[config.mk]
export PLATFORM = sky130hd
export DESIGN_NAME = uart_receiver
export DESIGN_NICKNAME = d
export VERILOG_FILES = /design/src/rtl/uart_pkg.sv /design/src/rtl/uart_rx_tick_gen.sv /design/src/rtl/uart_receiver.sv
export SDC_FILE = /design/constraint.sdc
export NUM_CORES = 1
export LEC_CHECK = 0
export ABC_AREA = 1
export CAP_MARGIN = 25
export CORE_MARGIN = 2
export CORE_UTILIZATION = 55
export DETAILED_ROUTE_END_ITERATION = 6
export PLACE_DENSITY = 0.8
export SLEW_MARGIN = 20
export SYNTH_ARGS = -nofsm -noshare
export SYNTH_HDL_FRONTEND = slang
export SYNTH_SLANG_ARGS = --single-unit
export TNS_END_PERCENT = 100
[constraint.sdc]
create_clock -name sysclk -period 1.9 [get_ports sysclk]
set_input_delay 0.38 -clock sysclk [delete_from_list [all_inputs] [get_ports sysclk]]
set_output_delay 0.38 -clock sysclk [all_outputs]
set_load 0.01 [all_outputs]
[src/rtl/uart_pkg.sv]
// Shared types and frame constants for the UART receive path.
package uart_pkg;

    typedef enum logic [2:0] {
        IDLE  = 3'd0,
        START = 3'd1,
        DATA  = 3'd2,
        STOP  = 3'd3,
        BREAK = 3'd4
    } rx_state_e;

    localparam int unsigned DATA_BITS = 8;
    localparam int unsigned MID_TICK  = 7;
    localparam int unsigned LAST_TICK = 15;

endpackage

[src/rtl/uart_rx_tick_gen.sv]
// Oversampling tick generator: one-cycle tick every DIV sysclk cycles while run is high.
module uart_rx_tick_gen #(
    parameter int unsigned DIV = 651
) (
    input  logic sysclk,
    input  logic reset,
    input  logic clear,
    input  logic run,
    output logic tick
);

    localparam int unsigned CW = $clog2(DIV);

    logic [CW-1:0] cnt_q;
    logic          at_top;

    assign at_top = (cnt_q == CW'(DIV - 1));

    always_ff @(posedge sysclk or negedge reset) begin
        if (!reset) begin
            cnt_q <= '0;
        end else if (clear || !run || at_top) begin
            cnt_q <= '0;
        end else begin
            cnt_q <= cnt_q + CW'(1);
        end
    end

    assign tick = run && !clear && at_top;

endmodule

[src/rtl/uart_receiver.sv]
// 8N1 UART receiver with 16x oversampling, start-glitch rejection and framing-error/break handling.
module uart_receiver
    import uart_pkg::*;
#(
    parameter int unsigned CLK_FREQ   = 100_000_000,
    parameter int unsigned BAUD       = 9600,
    parameter int unsigned OVERSAMPLE = 16,
    parameter int unsigned DIV        = CLK_FREQ / (BAUD * OVERSAMPLE)
) (
    input  logic       sysclk,
    input  logic       reset,
    input  logic       UART_RX,
    output logic [7:0] RX_DATA,
    output logic       RX_STATUS,
    output logic       RX_BUSY,
    output logic       FRAME_ERR
);

    rx_state_e  state_q, state_d;
    logic       rx_meta_q, rx_s_q;
    logic [3:0] samp_cnt_q;
    logic [2:0] bit_idx_q;
    logic [7:0] shift_q, data_q;
    logic       status_q, ferr_q;
    logic       tick, start_det, mid_samp, bit_samp, stop_samp, busy;

    // Line idles high, so the synchroniser resets to 1 to avoid a false start.
    always_ff @(posedge sysclk or negedge reset) begin
        if (!reset) begin
            rx_meta_q <= 1'b1;
            rx_s_q    <= 1'b1;
        end else begin
            rx_meta_q <= UART_RX;
            rx_s_q    <= rx_meta_q;
        end
    end

    uart_rx_tick_gen #(
        .DIV(DIV)
    ) u_tick_gen (
        .sysclk(sysclk),
        .reset (reset),
        .clear (start_det),
        .run   (busy),
        .tick  (tick)
    );

    always_ff @(posedge sysclk or negedge reset) begin
        if (!reset) begin
            state_q <= IDLE;
        end else begin
            state_q <= state_d;
        end
    end

    always_comb begin
        state_d = state_q;
        unique case (state_q)
            IDLE:    if (!rx_s_q) state_d = START;
            START:   if (mid_samp) state_d = rx_s_q ? IDLE : DATA;
            DATA:    if (bit_samp && bit_idx_q == 3'(DATA_BITS - 1)) state_d = STOP;
            STOP:    if (stop_samp) state_d = rx_s_q ? IDLE : BREAK;
            BREAK:   if (rx_s_q) state_d = IDLE;
            default: state_d = IDLE;
        endcase
    end

    always_comb begin
        busy      = (state_q != IDLE);
        start_det = (state_q == IDLE) && !rx_s_q;
        mid_samp  = (state_q == START) && tick && (samp_cnt_q == 4'(MID_TICK));
        bit_samp  = (state_q == DATA) && tick && (samp_cnt_q == 4'(LAST_TICK));
        stop_samp = (state_q == STOP) && tick && (samp_cnt_q == 4'(LAST_TICK));
    end

    // The sample counter restarts at mid start bit so later samples land mid-bit.
    always_ff @(posedge sysclk or negedge reset) begin
        if (!reset) begin
            samp_cnt_q <= '0;
            bit_idx_q  <= '0;
            shift_q    <= '0;
            data_q     <= '0;
            status_q   <= 1'b0;
            ferr_q     <= 1'b0;
        end else begin
            if (start_det || mid_samp) begin
                samp_cnt_q <= '0;
            end else if (tick) begin
                samp_cnt_q <= samp_cnt_q + 4'd1;
            end
            if (mid_samp) begin
                bit_idx_q <= '0;
            end else if (bit_samp) begin
                bit_idx_q <= bit_idx_q + 3'd1;
            end
            if (bit_samp) begin
                shift_q[bit_idx_q] <= rx_s_q;
            end
            if (stop_samp && rx_s_q) begin
                data_q <= shift_q;
            end
            status_q <= stop_samp && rx_s_q;
            ferr_q   <= stop_samp && !rx_s_q;
        end
    end

    assign RX_DATA   = data_q;
    assign RX_STATUS = status_q;
    assign FRAME_ERR = ferr_q;
    assign RX_BUSY   = busy;

endmodule
# == Word-level counts from Yosys, hierarchy flattened ==
# Cells that the tools add are included.
# W data, S select, Z words.
# word_totals
regBits,40
inputBits,3
out_inout_bits,11
word_cells,68
# classes
addsub,3
n_lt_le_gt_ge,2
eq_ne,13
muxes,16
n_reduce_logical,24
# op_table
cell,n
$mux W3,8
$pmux W3 S5,1
$logic_and A1 B1 Y1,13
$add A10 B1 Y10 const B,1
$eq A10 B10 Y1 const B,1
$mux W10,1
$ne A2 B2 Y1 const B,5
$bwmux W8,1
$mux W4,2
$eq A3 B2 Y1 const B,2
$eq A3 B3 Y1 const B,2
$reduce_and A5 Y1,1
$add A4 B1 Y4 const B,1
$eq A4 B3 Y1 const B,1
$eq A4 B4 Y1 const B,1
$lt A3 B4 Y1 const B,1
$reduce_bool A2 Y1,2
$add A3 B1 Y3 const B,1
$demux W1 S3,1
$eq A3 B1 Y1 const B,1
$ge A3 B1 Y1 const B,1
$logic_not A1 Y1,3
$logic_not A3 Y1,1
$logic_or A1 B1 Y1,3
3 further kinds,3

# == Logic depth before layout (Yosys ltp) ==
# Gate-level depths: netlist (run 1).
# logic_depth
word_depth,10
depth_mapped,12
ltp_nobuf,12

# == By module ==
# Synthesis (run 1) repeated with hierarchy kept, for this count alone.
# hier_totals
cells_unflattened,235
area_unflattened_um2,1936.9
# by_module_without_submodules
mod,n_inst,cells_per_inst,area_per_inst_um2,seq_area_each_um2
uart_receiver,1,160,1371.3,753.2
uart_rx_tick_gen,1,75,565.5,250.2

# == Worst setup path before layout (run 1) ==
# Ideal clock, no wire load.
# synth_path
path_kind,register to register
start,register u_tick_gen.cnt_q[0]
end,register shift_q[0]
setup_time_ps,65
t_arrival_ps,1586
required_time_ps,1835
path_slack_ps,249
stages_incl_launch_ff,12
n_path_buf,1
period_less_slack_ps,1651
path_cell_list,dfrtp_1 > inv_1 > ha_1 > inv_1 > nor2_1 > nand2_1 > nor2_4 > nand3_4 > nor3_4 > buf_6 > nand3_1 > nand2_1
# synth_between
elab_chain_len,4
# synth_lines
element,line_no,rtl
"start, declared",uart_rx_tick_gen.sv:14,logic [CW-1:0] cnt_q;
"start signal, assigned",uart_rx_tick_gen.sv:25,cnt_q <= cnt_q + CW'(1);
$eq A10 B10 Y1,uart_rx_tick_gen.sv:17,assign at_top = (cnt_q == CW'(DIV - 1));
$logic_and A1 B1 Y1,uart_rx_tick_gen.sv:29,assign tick = run && !clear && at_top;
$logic_and A1 B1 Y1 (2 in series),uart_receiver.sv:72,bit_samp = (state_q == DATA) && tick && (samp_cnt_q == 4'(LAST_TICK));
"end signal, assigned by index",uart_receiver.sv:97,shift_q[bit_idx_q] <= rx_s_q;
"end, declared",uart_receiver.sv:23,"logic [7:0] shift_q, data_q;"
# No other way between the ends.
# A chain may end at the register's enable or synchronous reset.

# == Worst setup path after layout (run 1) ==
# layout_path
start,register state_q[0]
end,output RX_BUSY
# layout_between
elab_chain_len,1
# layout_lines
element,line_no,rtl
"start, declared",uart_receiver.sv:19,"rx_state_e state_q, state_d;"
"start signal, assigned",uart_receiver.sv:52,state_q <= state_d;
$reduce_bool A3 Y1,uart_receiver.sv:69,busy = (state_q != IDLE);
"end, declared",uart_receiver.sv:15,"output logic RX_BUSY,"
# No other way between the ends.

==> impl_metrics.tcl, run 1 <==
set metrics [dict create \
    ys_ff_latch 40 \
    grt_pass1_wl_microns 6630 \
    ant_nets 0 \
    r2r_setup_slack_ns 0.17 \
    hold_viol 0 \
    worst-path-max-fanout 4 \
    syn_area_per_cell_sq_um 8.171 \
    fill_cells 281 \
    critical_path.startpoint_type "flip-flop" \
    worst_ir_drop_vdd_mv 0.4272 \
    port_buffers 13 \
    antenna_found_initial 0 \
    syn-instance-count 245 \
    vias_per_cell 5.044 \
    crit_family "flip-flops" \
    synth_cell_types 26 \
    max_freq_ghz 0.5737 \
    grt_usage_pct 20.70 \
    tightest_slew_ns 0.4739 \
    place_congestion 0.8460 \
    cts_buffers 5 \
    ioPinCount 14 \
    drv_slew 0 \
    die_x_microns 64.33 \
    cp_data_required_time_ns 1.52 \
    finalClockSkew_ns 0.006370 \
    yosys_warnings 0 \
    grt_pass1_vias 1526 \
    final_nets 279 \
    start_util_pct 58.61 \
    utilization_pct 67.29 \
    htree_num_levels 2 \
    synth_fp_nets 253 \
    hp-class "reg -> reg" \
    drt_iter0_markers 104 \
    power.leakage_nw 1.140 \
    critPathBufInv 1 \
    worstPathArrival_ns 1.36 \
    syn-cell-area_sq_um 2002 \
    most-common-layout-cells "79 x nand2_1, 37 x dfrtp_1, 29 x nor2_1, 21 x inv_1, 18 x nand3_1" \
    area_delta_synth_final_pct 14.81 \
    clk_pin_slew_worst_paths_ns 0.11 \
    fin_cells 318 \
    worst_path_max_delay_cell "dfrtp_1" \
    clock_path_buffers 2 \
    rsz0062_at_grt "no" \
    drtPass1Iterations 5 \
    die_h_microns 64.33 \
    totalWireLength_microns 3528 \
    avgRoutedWirePerCell_microns 11.09 \
    period_share_pct 91.74 \
    grt_overflow 0 \
    status "finished, final reports clean" \
    max-slew-margin-rel_pct 68.41 \
    clk_latency_ns 0.34 \
    cellPowerDensity_nw_per_um2 564.0 \
    worstSetupPathDepth 3 \
    grt_max_degree 23 \
    layout_commonest_cell "nand2_1" \
    placedCellCount 305 \
    clock-root-buffer "clkbuf_4" \
    path_cells "nor2_2 -> nand2_2 -> dlygate4sd2_1" \
    dieArea_sq_um 4138 \
    ys_seq_area_share_pct 50.13 \
    maxCapViolCount 0 \
    final_layout_size_suffix_gt1_share_pct 12.87 \
    drc 0 \
    cts_tree "yes" \
    n_antenna_cell 0 \
    hold_depth 0 \
    setup_tns_ns 0 \
    vias 1604 \
    cts.sinks 40 \
    r2r_cells 12 \
    core_sq_um 3416 \
    rows 21 \
    setup.worst_path.class "reg -> out" \
    fin_crit_ns 1.743 \
    max_stage_delay_ns 0.43 \
    critical_path.endpoint_type "output pin" \
    dp_hpwl_microns 2632 \
    setup_viol 0 \
]
[flip-flops by register name (all words and copies together) (netlist names)]
| name | count |
|---|---|
| RX_STATUS | 1 |
| RX_DATA | 8 |
| rx_s_q | 1 |
| FRAME_ERR | 1 |
| shift_q | 8 |
| samp_cnt_q | 4 |
| state_q | 3 |
| u_tick_gen.cnt_q | 10 |
| bit_idx_q | 3 |
| rx_meta_q | 1 |
[cells in the mapped netlist]
cell      count  share of area [%]
nand2_1      79                 15
nor3b_1       1               0.38
nor3_1        7                1.7
nand2_2       3               0.94
nand3_1      18                4.5
nor3_4        1               0.81
nor2_4        3                1.7
ha_1          5                3.1
clkinv_4      1               0.44
o21ai_1       2               0.50
inv_2         2               0.38
xor2_1        4                1.7
or2_1         1               0.31
buf_6         2                1.1
dfstp_2       2                2.6
a22oi_1       1               0.38
clkbuf_4      1               0.38
nor2_1       30                5.6
o21ai_0       3               0.75
dfrtp_1      38                 47
nor4_1        2               0.62
nand4_1       4                1.2
a21oi_1      11                2.7
nand3_4       1               0.88
nand4_2       1               0.62
inv_1        22                4.1
[area by class of cell]
class	count	area, sq um	area share [%]
tap	46	57.56	2.504
timing repair buffer	22	206.4	8.982
multi-input combinational	177	874.6	38.05
clock inverter	3	18.77	0.8166
clock buffer	5	37.54	1.633
sequential	40	1005	43.71
inverter	25	98.84	4.300
[final timing paths]
kind	startpoint	to
max	state_q[0]	RX_BUSY
min	rx_meta_q	rx_s_q
max reg2reg	u_tick_gen.cnt_q[0]	shift_q[6]
min reg2reg	rx_meta_q	rx_s_q
max in group asynchronous	reset	rx_s_q
min in group asynchronous	reset	u_tick_gen.cnt_q[2]
[what timing repair did]
action,in CTS,in global routing
pin swaps,0,1
buffers inserted,0,4
endpoints found under the setup margin,1,16
gates resized for setup,2,3
hold buffers,1,0
endpoints found under the hold margin,12,0
[kinds of logic after synthesis]
logic type | synth area share [%]
buf+inv | 6.438
fa+ha+maj | 3.125
xor+xnor | 1.750
compound gates | 4.375
flops | 50.12
simple gates | 34.19
[report_power, final]
| group | switching, W | internal, W |
|---|---|---|
| logic | 0.0000175 | 0.00000715 |
| registers | 0.00000447 | 0.000855 |
| clock network | 0.000270 | 0.000142 |
| total | 0.000292 | 0.00100 |
[metal layers]
layer	up-vias	part of all wire, %	track usage, %
met5	-	0	0
met4	0	1.3	6.649
met3	5	4.6	5.282
met2	35	44	32.42
met1	728	50	28.27
li1	836	-	-
[metrics by stage]
stage               hold WS (ns)  cell area (sq um)  power (W)  setup slack (ns)
floorplan                0.08441               2002  0.0008772            0.2491
global placement          0.3459               2197  0.0009002            0.1910
detailed placement        0.3501               2197  0.0009008            0.1650
CTS                       0.3669               2265   0.001311            0.1213
global route              0.3688               2298   0.001361           0.02463
finish                    0.3646               2298   0.001296            0.1569
No activity file was read; power rests on OpenSTA's default activity.
==> run 2, diff against run 1 <==
--- a/config.mk
+++ b/config.mk
@@ -10,7 +10,8 @@
 export CORE_MARGIN = 2
 export CORE_UTILIZATION = 55
 export DETAILED_ROUTE_END_ITERATION = 6
-export PLACE_DENSITY = 0.8
+export DONT_BUFFER_PORTS = 1
+export PLACE_DENSITY = 0.75
 export SLEW_MARGIN = 20
 export SYNTH_ARGS = -nofsm -noshare
 export SYNTH_HDL_FRONTEND = slang
==> impl_metrics.tcl, run 2 (synthesized netlist as in run 1, its figures left out) <==
set metrics [dict create \
    cp_data_required_time_ns 2.15 \
    hold_start "rx_meta_q" \
    setup_viol 0 \
    drt_iter0_markers 102 \
    n_antenna_cell 0 \
    clock_path_buffers 2 \
    power.leakage_nw 1.182 \
    largest_register "u_tick_gen.cnt_q" \
    ioPinCount 14 \
    power.net_switching_w 0.0002872 \
    dieArea_sq_um 4138 \
    hold_slack_ns 0.3630 \
    pwr-share-clk_pct 37.9 \
    clock-root-buffer "clkbuf_4" \
    final_layout_size_suffix_gt1_share_pct 20.99 \
    grt_overflow 0 \
    dpl_cell_area_sq_um 2057 \
    worstPathArrival_ns 2.10 \
    layout_commonest_cell "nand2_1" \
    core_sq_um 3416 \
    dp_hpwl_microns 2540 \
    cts.sinks 40 \
    rows 21 \
    die_h_microns 64.33 \
    die_x_microns 64.33 \
    hold_depth 0 \
    r2r-start "u_tick_gen.cnt_q[0]" \
    post-route-cell-area_sq_um 2356 \
    grt_max_degree 41 \
    grt_pass1_vias 1586 \
    worst_ir_drop_vdd_mv 0.3884 \
    cts_tree "yes" \
    intPower_w 0.001138 \
    largest_reg_flops 10 \
    final_nets 269 \
    place_congestion 0.8311 \
    r2r_cells 13 \
    clk_latency_ns 0.35 \
    r2r_setup_slack_ns 0.05 \
    utilization_pct 68.97 \
    most-common-layout-cells "61 x nand2_1, 37 x dfrtp_1, 29 x nor2_1, 20 x inv_1, 19 x nand2_2" \
    hold_end "rx_s_q" \
    ant_nets 0 \
    critical_path.endpoint_type "flip-flop" \
    start_util_pct 58.61 \
    vias 1636 \
    vias_per_cell 5.312 \
    drv_slew 0 \
    p_comb_share_pct 1.8 \
    cts_buffers 5 \
    clk_pin_slew_worst_paths_ns 0.11 \
    period_share_pct 97.59 \
    seq_power_share_pct 60.3 \
    max-slew-margin-rel_pct 78.72 \
    max_freq_ghz 0.5393 \
    totalWireLength_microns 3982 \
    status "finished, final reports clean" \
    fin_crit_ns 1.854 \
    port_buffers 0 \
    grt_usage_pct 20.70 \
    worstReg2RegEnd "shift_q[6]" \
    area_delta_synth_final_pct 17.69 \
    avgRoutedWirePerCell_microns 12.93 \
    rsz0062_at_grt "yes" \
    maxCapViolCount 0 \
    power.share.switching_pct 20.15 \
    drc 0 \
    antenna_found_initial 0 \
    tightest_slew_ns 0.3184 \
    worst-path-max-fanout 4 \
    setup_tns_ns 0 \
    hp-class "reg -> reg" \
    hold_viol 0 \
    setup.worst_path.class "reg -> reg" \
    cellPowerDensity_nw_per_um2 605.1 \
    htree_num_levels 2 \
    drtPass1Iterations 4 \
    finalClockSkew_ns 0.01050 \
    critical_path.startpoint_type "flip-flop" \
    grt_pass1_wl_microns 6672 \
]
[run 2: power groups by stage]
stage	Clock (W)	Sequential [W]	Combinational (W)
global route	0.000587	0.000860	0.0000302
CTS	0.000552	0.000859	0.0000269
detailed placement	0	0.000876	0.00000163
finish	0.000541	0.000859	0.0000254
floorplan	0	0.000872	0.00000478
global placement	0	0.000876	0.00000171
[run 2: worst max-delay path: stages, from the launching register on]
cell       delay, ns
dfrtp_2         0.44
inv_2           0.08
ha_4            0.14
inv_2           0.04
nor2_4          0.09
nand2_2         0.07
nor2_4          0.15
nand3_4         0.11
nor3_4          0.23
buf_12          0.14
clkbuf_16       0.13
nand2_2         0.04
nand2_1         0.05
nand2_1         0.05
[run 2: layer usage]
metal	GRT usage, %	part of all wire, %	up-vias
li1	-	-	817
met1	26.08	45	768
met2	33.98	48	43
met3	5.810	5.1	8
met4	7.713	1.8	0
met5	0	0	-
[run 2: final cells by class]
class / count / area (sq um)
Sequential cell: 40 / 1005
Timing Repair Buffer: 12 / 171.4
Clock buffer: 6 / 41.29
Fill cell: 264 / 1060
Inverter: 25 / 98.84
Tap cell: 46 / 57.56
Clock inverter: 2 / 35.03
Multi-Input combinational cell: 177 / 947.2
[run 2: worst max path at each step]
stage / from / to / slack [ns] / cells past startpoint
floorplan: u_tick_gen.cnt_q[0] / shift_q[0] / 0.25 / 11
detailed placement: u_tick_gen.cnt_q[0] / state_q[1] / 0.15 / 11
global route: u_tick_gen.cnt_q[0] / state_q[1] / -0.07 / 13
finish: u_tick_gen.cnt_q[0] / shift_q[6] / 0.05 / 13
CTS: u_tick_gen.cnt_q[0] / state_q[1] / 0.12 / 11
global placement: u_tick_gen.cnt_q[0] / state_q[1] / 0.20 / 11
[run 2: through the flow]
step	setup slack (ns)	std cells	power, W
after detailed placement	0.1535	290	0.0008775
after global routing	-0.07139	308	0.001478
after CTS	0.1161	301	0.001438
after floorplan	0.2491	245	0.0008772
after global placement	0.2028	290	0.0008775
final	0.04582	308	0.001426
[run 2: repair_timing]
item                                   CTS  global route
endpoints found under the hold margin   41             0
hold buffers                             3             0
setup buffers                            0             5
resized for setup                        0            29
setup endpoints to repair                0            15
